## config.mk

```make
export PLATFORM = sky130hd
export DESIGN_NAME = psum_collector
export DESIGN_NICKNAME = d
export VERILOG_FILES = /design/src/rtl/fusion_pkg.sv /design/src/rtl/psum_lane_extract.sv /design/src/rtl/psum_collector.sv
export SDC_FILE = /design/constraint.sdc
export NUM_CORES = 2
export LEC_CHECK = 0
export ABC_AREA = 1
export ABC_CLOCK_PERIOD_IN_PS = 6400
export BUFFER_PORTS_ARGS = -buffer_cell sky130_fd_sc_hd__buf_4
export CAP_MARGIN = 20
export CORE_MARGIN = 2
export CORE_UTILIZATION = 30
export DETAILED_ROUTE_END_ITERATION = 8
export GPL_TIMING_DRIVEN = 0
export PLACE_DENSITY = 0.51
export SLEW_MARGIN = 20
export SYNTH_ARGS = -nofsm -noshare
export SYNTH_HDL_FRONTEND = slang
export SYNTH_HIERARCHICAL = 1
export SYNTH_SLANG_ARGS = --single-unit
```

## constraint.sdc

```tcl
create_clock -name clk -period 6.4 [get_ports clk]
set_input_delay 0.64 -clock clk [delete_from_list [all_inputs] [get_ports clk]]
set_output_delay 0.64 -clock clk [all_outputs]
set_load 0.02 [all_outputs]
```

## src/rtl/fusion_pkg.sv

```systemverilog
// Shared types and helpers for the fusion column: psum lane modes, lane widths
// and collector FSM states.
package fusion_pkg;

    localparam int PSUM_W    = 52;
    localparam int LANE_W_8B = 52;
    localparam int LANE_W_4B = 26;
    localparam int LANE_W_2B = 13;

    typedef enum logic [1:0] {
        MODE_8B = 2'd0,
        MODE_4B = 2'd1,
        MODE_2B = 2'd2
    } mode_e;

    typedef enum logic [1:0] {
        S_IDLE  = 2'd0,
        S_ACCUM = 2'd1,
        S_DRAIN = 2'd2
    } state_e;

    function automatic logic [2:0] lanes_per_mode(input mode_e m);
        logic [2:0] n;
        case (m)
            MODE_8B: n = 3'd1;
            MODE_4B: n = 3'd2;
            default: n = 3'd4;
        endcase
        return n;
    endfunction

    // Width code priority: bit3 wins over bit2; 2b and 1b share one layout.
    function automatic mode_e decode_mode(input logic [3:0] ww);
        mode_e m;
        if (ww[3]) begin
            m = MODE_8B;
        end else if (ww[2]) begin
            m = MODE_4B;
        end else begin
            m = MODE_2B;
        end
        return m;
    endfunction

endpackage

```

## src/rtl/psum_lane_extract.sv

```systemverilog
// Splits a packed psum beat into up to four lanes and extends each to the
// accumulator width; lanes the mode does not use are forced to zero.
module psum_lane_extract
    import fusion_pkg::*;
#(
    parameter int ACC_W = 64
) (
    input  logic [PSUM_W-1:0]     psum_data,
    input  mode_e                 mode,
    input  logic                  signed_mode,
    output logic [3:0][ACC_W-1:0] lanes
);

    function automatic logic [ACC_W-1:0] ext52(input logic [LANE_W_8B-1:0] v, input logic s);
        logic [ACC_W-1:0] r;
        if (s) begin
            r = ACC_W'($signed(v));
        end else begin
            r = ACC_W'(v);
        end
        return r;
    endfunction

    function automatic logic [ACC_W-1:0] ext26(input logic [LANE_W_4B-1:0] v, input logic s);
        logic [ACC_W-1:0] r;
        if (s) begin
            r = ACC_W'($signed(v));
        end else begin
            r = ACC_W'(v);
        end
        return r;
    endfunction

    function automatic logic [ACC_W-1:0] ext13(input logic [LANE_W_2B-1:0] v, input logic s);
        logic [ACC_W-1:0] r;
        if (s) begin
            r = ACC_W'($signed(v));
        end else begin
            r = ACC_W'(v);
        end
        return r;
    endfunction

    // Lane unpack and extension by mode
    always_comb begin
        lanes = '0;
        case (mode)
            MODE_8B: begin
                lanes[0] = ext52(psum_data[51:0], signed_mode);
            end
            MODE_4B: begin
                lanes[0] = ext26(psum_data[25:0], signed_mode);
                lanes[1] = ext26(psum_data[51:26], signed_mode);
            end
            MODE_2B: begin
                lanes[0] = ext13(psum_data[12:0], signed_mode);
                lanes[1] = ext13(psum_data[25:13], signed_mode);
                lanes[2] = ext13(psum_data[38:26], signed_mode);
                lanes[3] = ext13(psum_data[51:39], signed_mode);
            end
            default: begin
                lanes = '0;
            end
        endcase
    end

endmodule

```

## src/rtl/psum_collector.sv

```systemverilog
// Collects packed partial sums from the fusion column, accumulates a group of
// passes per lane and drains the lane totals one per cycle downstream.
module psum_collector
    import fusion_pkg::*;
#(
    parameter int ACC_W      = 64,
    parameter int PASS_CNT_W = 8
) (
    input  logic                  clk,
    input  logic                  rst_n,
    input  logic                  psum_valid,
    output logic                  psum_ready,
    input  logic [PSUM_W-1:0]     psum_data,
    input  logic [3:0]            weight_width,
    input  logic                  signed_mode,
    input  logic [PASS_CNT_W-1:0] num_passes,
    output logic                  out_valid,
    input  logic                  out_ready,
    output logic [ACC_W-1:0]      out_data,
    output logic [1:0]            out_lane,
    output logic                  out_last,
    output logic                  busy
);

    state_e                 state_r;
    mode_e                  mode_r;
    logic                   signed_r;
    logic [PASS_CNT_W-1:0]  n_r;
    logic [PASS_CNT_W-1:0]  count_r;
    logic [3:0][ACC_W-1:0]  acc_r;
    logic [1:0]             idx_r;
    logic                   out_valid_r;
    logic [ACC_W-1:0]       out_data_r;
    logic [1:0]             out_lane_r;
    logic                   out_last_r;

    mode_e                  cur_mode_s;
    logic                   cur_signed_s;
    logic                   beat_s;
    logic [3:0][ACC_W-1:0]  lane_s;
    logic [3:0][ACC_W-1:0]  acc_next_s;
    logic [PASS_CNT_W-1:0]  n_in_s;
    logic [PASS_CNT_W-1:0]  count_inc_s;
    logic [2:0]             lanes_s;
    logic [2:0]             idx_inc_s;

    assign psum_ready = (state_r != S_DRAIN);
    assign busy       = (state_r != S_IDLE);
    assign out_valid  = out_valid_r;
    assign out_data   = out_data_r;
    assign out_lane   = out_lane_r;
    assign out_last   = out_last_r;

    assign beat_s      = psum_valid && (state_r != S_DRAIN);
    assign n_in_s      = (num_passes == '0) ? PASS_CNT_W'(1) : num_passes;
    assign count_inc_s = count_r + PASS_CNT_W'(1);
    assign lanes_s     = lanes_per_mode(cur_mode_s);
    assign idx_inc_s   = {1'b0, idx_r} + 3'd1;

    // Live configuration only matters for the first beat; later beats use the latched copy
    always_comb begin
        if (state_r == S_IDLE) begin
            cur_mode_s   = decode_mode(weight_width);
            cur_signed_s = signed_mode;
        end else begin
            cur_mode_s   = mode_r;
            cur_signed_s = signed_r;
        end
    end

    psum_lane_extract #(.ACC_W(ACC_W)) u_extract (
        .psum_data   (psum_data),
        .mode        (cur_mode_s),
        .signed_mode (cur_signed_s),
        .lanes       (lane_s)
    );

    // First beat loads the accumulators, later beats add (modulo 2^ACC_W)
    always_comb begin
        acc_next_s = lane_s;
        if (state_r == S_ACCUM) begin
            for (int i = 0; i < 4; i++) begin
                acc_next_s[i] = acc_r[i] + lane_s[i];
            end
        end else begin
            acc_next_s = lane_s;
        end
    end

    // Control FSM, accumulators and registered output stream
    always_ff @(posedge clk) begin
        if (!rst_n) begin
            state_r     <= S_IDLE;
            mode_r      <= MODE_8B;
            signed_r    <= 1'b0;
            n_r         <= '0;
            count_r     <= '0;
            acc_r       <= '0;
            idx_r       <= 2'd0;
            out_valid_r <= 1'b0;
            out_data_r  <= '0;
            out_lane_r  <= 2'd0;
            out_last_r  <= 1'b0;
        end else begin
            case (state_r)
                S_IDLE, S_ACCUM: begin
                    if (beat_s) begin
                        acc_r <= acc_next_s;
                        if (state_r == S_IDLE) begin
                            mode_r   <= cur_mode_s;
                            signed_r <= signed_mode;
                            n_r      <= n_in_s;
                            count_r  <= PASS_CNT_W'(1);
                            idx_r    <= 2'd0;
                        end else begin
                            count_r  <= count_inc_s;
                        end
                        if ((state_r == S_IDLE && n_in_s == PASS_CNT_W'(1)) ||
                            (state_r == S_ACCUM && count_inc_s == n_r)) begin
                            state_r     <= S_DRAIN;
                            out_valid_r <= 1'b1;
                            out_data_r  <= acc_next_s[0];
                            out_lane_r  <= 2'd0;
                            out_last_r  <= (lanes_s == 3'd1);
                        end else begin
                            state_r     <= S_ACCUM;
                        end
                    end
                end
                S_DRAIN: begin
                    if (out_ready) begin
                        if (out_last_r) begin
                            state_r     <= S_IDLE;
                            out_valid_r <= 1'b0;
                            out_data_r  <= '0;
                            out_lane_r  <= 2'd0;
                            out_last_r  <= 1'b0;
                            idx_r       <= 2'd0;
                            count_r     <= '0;
                        end else begin
                            idx_r       <= idx_inc_s[1:0];
                            out_data_r  <= acc_r[idx_inc_s[1:0]];
                            out_lane_r  <= idx_inc_s[1:0];
                            out_last_r  <= ((idx_inc_s + 3'd1) == lanes_s);
                        end
                    end
                end
                default: begin
                    state_r     <= S_IDLE;
                    out_valid_r <= 1'b0;
                end
            endcase
        end
    end

endmodule

```

==> impl_metrics.json <==
{
  "slew_headroom": 0.146,
  "io_pins": 139,
  "postCtsResizedCells": 0,
  "critical_path_peak_fanout": 10,
  "grt_max_degree": 32,
  "num-nets-final": 8657,
  "initial_core_util": 0.302,
  "dr.pass1.iters": 6,
  "die_area_um2": 145000,
  "r2r_start": "state_r[1]$_SDFFE_PN0P_",
  "place_congestion": 1.05,
  "ys_warn_count": 6,
  "yosys_register_bits": 347,
  "synth_nets": 8465,
  "post_cts_buffers": 0,
  "track_usage": 0.309,
  "core_um2": 141000,
  "drc_errors": 0,
  "min_period_over_period": 0.901,
  "synth_cell_types": 44,
  "avgRoutedWirePerCell_um": 22.7,
  "cts_root_buf": "clkbuf_16",
  "avgViaCountPerCell": 5.01,
  "seq_area_um2": 6950,
  "max-cap-violations": 0,
  "multi_input_area_um2": 28300,
  "end_kind": "register",
  "cts_tree": "built",
  "finClkSkew_ns": 0.0976,
  "syn2layout_area_growth_pct": 12.5,
  "dpl-instance-area_um2": 46100,
  "clk-insertion-delay-late_ns": 0.73,
  "design_area_um2": 47900,
  "netlist_area_um2": 42600,
  "portBuffers": 135,
  "required_ns": 6.90,
  "rr_endpoint": "acc_r[110]$_SDFFE_PN0P_",
  "synth-main-ff-cell": "dfxtp_1",
  "synth_edf_count": 0,
  "drt_iter0_markers": 4738,
  "drive_gt1_frac": 0.0579,
  "cts_num_sinks": 347,
  "hp-start": "num_passes[0]",
  "ys_top_cells_by_count": "nand2_1 (2840), inv_1 (1372), nor2_1 (1014)",
  "cts_buffers": 50,
  "postSynthCellCount": 8131,
  "syn_area_per_cell_um2": 5.24,
  "grt-ovfl-total": 0,
  "vias": 51400,
  "max_freq_mhz": 173,
  "drtAntennaViolNets": 0,
  "outcome": "completed",
  "yosysSeqAreaShare": 0.163,
  "rows": 138,
  "hold_class": "in2reg",
  "r2r_slack_ns": 0.64,
  "finalMaxSlewViolations": 0,
  "die_w_um": 381,
  "grt_antenna_before_repair": 12,
  "yosys.area.top_type": "nand2_1",
  "grt_pass1_wl_mm": 329,
  "hold_violations": 0,
  "irDropWorstVdd_mv": 0.233,
  "ctsHtreeMaxLevel": 2,
  "grt_pass1_vias": 47800,
  "path_clk_slew_ns": 0.06,
  "r2r_cells": 26,
  "crit_type": "reg2reg",
  "dieHeight_um": 381,
  "fin_crit_ns": 5.76,
  "rsz0062_at_grt": "false",
  "power_uw": 9150,
  "fillers": 16600,
  "p_leak_uw": 0.0263,
  "synth.area.top_cells": "nand2_1 (25%), dfxtp_1 (16%), inv_1 (12%)",
  "cts_buffer_depth": 3,
  "setup-tns-final_ns": 0,
  "hold-worst-slack_ns": 0.157,
  "max_slew.worst_pin.slew_ns": 1.28,
  "powerDensity_nw_per_um2": 191,
  "hold_buffers": 0,
  "synth_most_common_cell": "nand2_1",
  "wl_mm": 233,
  "cp-start-kind": "register",
  "pre_cts_ws_ns": 0.887,
  "cp.arrival_ns": 6.26,
  "synth-async-reset-ratio": 0,
  "finalSetupViolCount": 0,
  "min_to": "n_r[0]$_SDFFE_PN0P_",
  "setup_slack_ns": 0.635,
  "synth_top_area_share": 0.250,
  "hold_depth": 3,
  "dpl.hpwl_mm": 201
}
[how the worst max path moves through the flow]
stage | cells after the start | slack (ns) | end | from
after floorplan | 22 | 1.61 | acc_r[127]$_SDFFE_PN0P_ | weight_width[2]
after global placement | 23 | -1.43 | acc_r[184]$_SDFFE_PN0P_ | weight_width[2]
after detailed placement | 26 | 0.89 | acc_r[110]$_SDFFE_PN0P_ | state_r[1]$_SDFFE_PN0P_
after CTS | 28 | 0.78 | acc_r[56]$_SDFFE_PN0P_ | state_r[1]$_SDFFE_PN0P_
after global routing | 26 | 0.26 | acc_r[110]$_SDFFE_PN0P_ | state_r[1]$_SDFFE_PN0P_
final | 26 | 0.64 | acc_r[110]$_SDFFE_PN0P_ | state_r[1]$_SDFFE_PN0P_
[area by class of cell]
type	instances	area share
multi-input cells	6005	0.592
flip-flops and latches	347	0.145
clock buffers	65	0.0294
repair buffers	140	0.0236
plain buffers	394	0.0448
inverters	1385	0.109
diodes	4	0.000209
well taps	1890	0.0494
clock inverters	24	0.00752
[critical path, stage by stage, from the launching register on]
cell      delay, ns
dfxtp_1        0.29
buf_4          0.17
nor2_1         0.33
o21ai_0        0.18
o21ai_0        0.28
inv_1          0.30
inv_1          0.18
ha_1           0.25
clkinv_1       0.20
clkbuf_1       0.40
a21oi_1        0.13
ha_1           0.34
fa_1           0.54
nand3_1        0.14
nand3_1        0.28
nand2_1        0.14
nand2_1        0.20
nand2_1        0.13
nand2_1        0.21
nand2_1        0.13
nand2_1        0.14
nand2_1        0.12
nand2_1        0.05
nand2_1        0.05
nand3_1        0.15
nand2_1        0.13
a21oi_1        0.06
[cells in the final DEF (no fill, tap or decap), types with 12 or more instances in the layout]
cell type / n
a21oi_1: 582
buf_2: 30
buf_4: 293
clkbuf_1: 186
clkbuf_16: 50
dfxtp_1: 347
ha_1: 261
inv_1: 1372
inv_2: 12
nand2_1: 2840
nand3_1: 459
nand4_1: 28
nor2_1: 1011
nor3_1: 75
nor4_1: 13
o211ai_1: 57
o21ai_0: 353
o21bai_1: 53
o22ai_1: 55
o32ai_1: 18
or2_2: 33
xnor2_1: 41
xor2_1: 76
[sequential cells by signal, summed over array words and instances, names as in the netlist]
signal / flops
out_valid: 1
n_r: 8
out_lane: 2
signed_r: 1
out_last: 1
state_r: 2
mode_r: 2
out_data: 64
count_r: 8
acc_r: 256
idx_r: 2
[per-stage QoR]
| step | utilization | std cells |
|---|---|---|
| final | 0.339 | 10300 |
| after global routing | 0.339 | 10300 |
| after CTS | 0.339 | 10300 |
| after detailed placement | 0.327 | 10200 |
| after global placement | 0.326 | 10200 |
| after floorplan | - | 8131 |
[cell families after synthesis]
family / Yosys count / synth area share
adder cells (fa/ha/maj): 265 / 0.0785
XOR/XNOR: 117 / 0.0241
multiplexers: 3 / 0.000705
flip-flops: 347 / 0.163
AO/OA/AOI/OAI: 1144 / 0.145
AND/OR/NAND/NOR: 4476 / 0.417
buffers and inverters: 1779 / 0.172
[where the power goes]
group          switching [uW]  internal (uW)  total (uW)
registers                 229           2310        2540
logic                    2440           1080        3520
clock network            1290           1800        3090
total                    3950           5200        9150
[metal layers]
metal | vias up | GRT usage | part of all wire
met5 | - | 0 | 0.000056
met4 | 2 | 0.148 | 0.056
met3 | 397 | 0.0405 | 0.065
met2 | 1776 | 0.510 | 0.45
met1 | 23800 | 0.397 | 0.43
li1 | 25500 | - | -
Note: power is estimated with default switching activity, not from simulation.
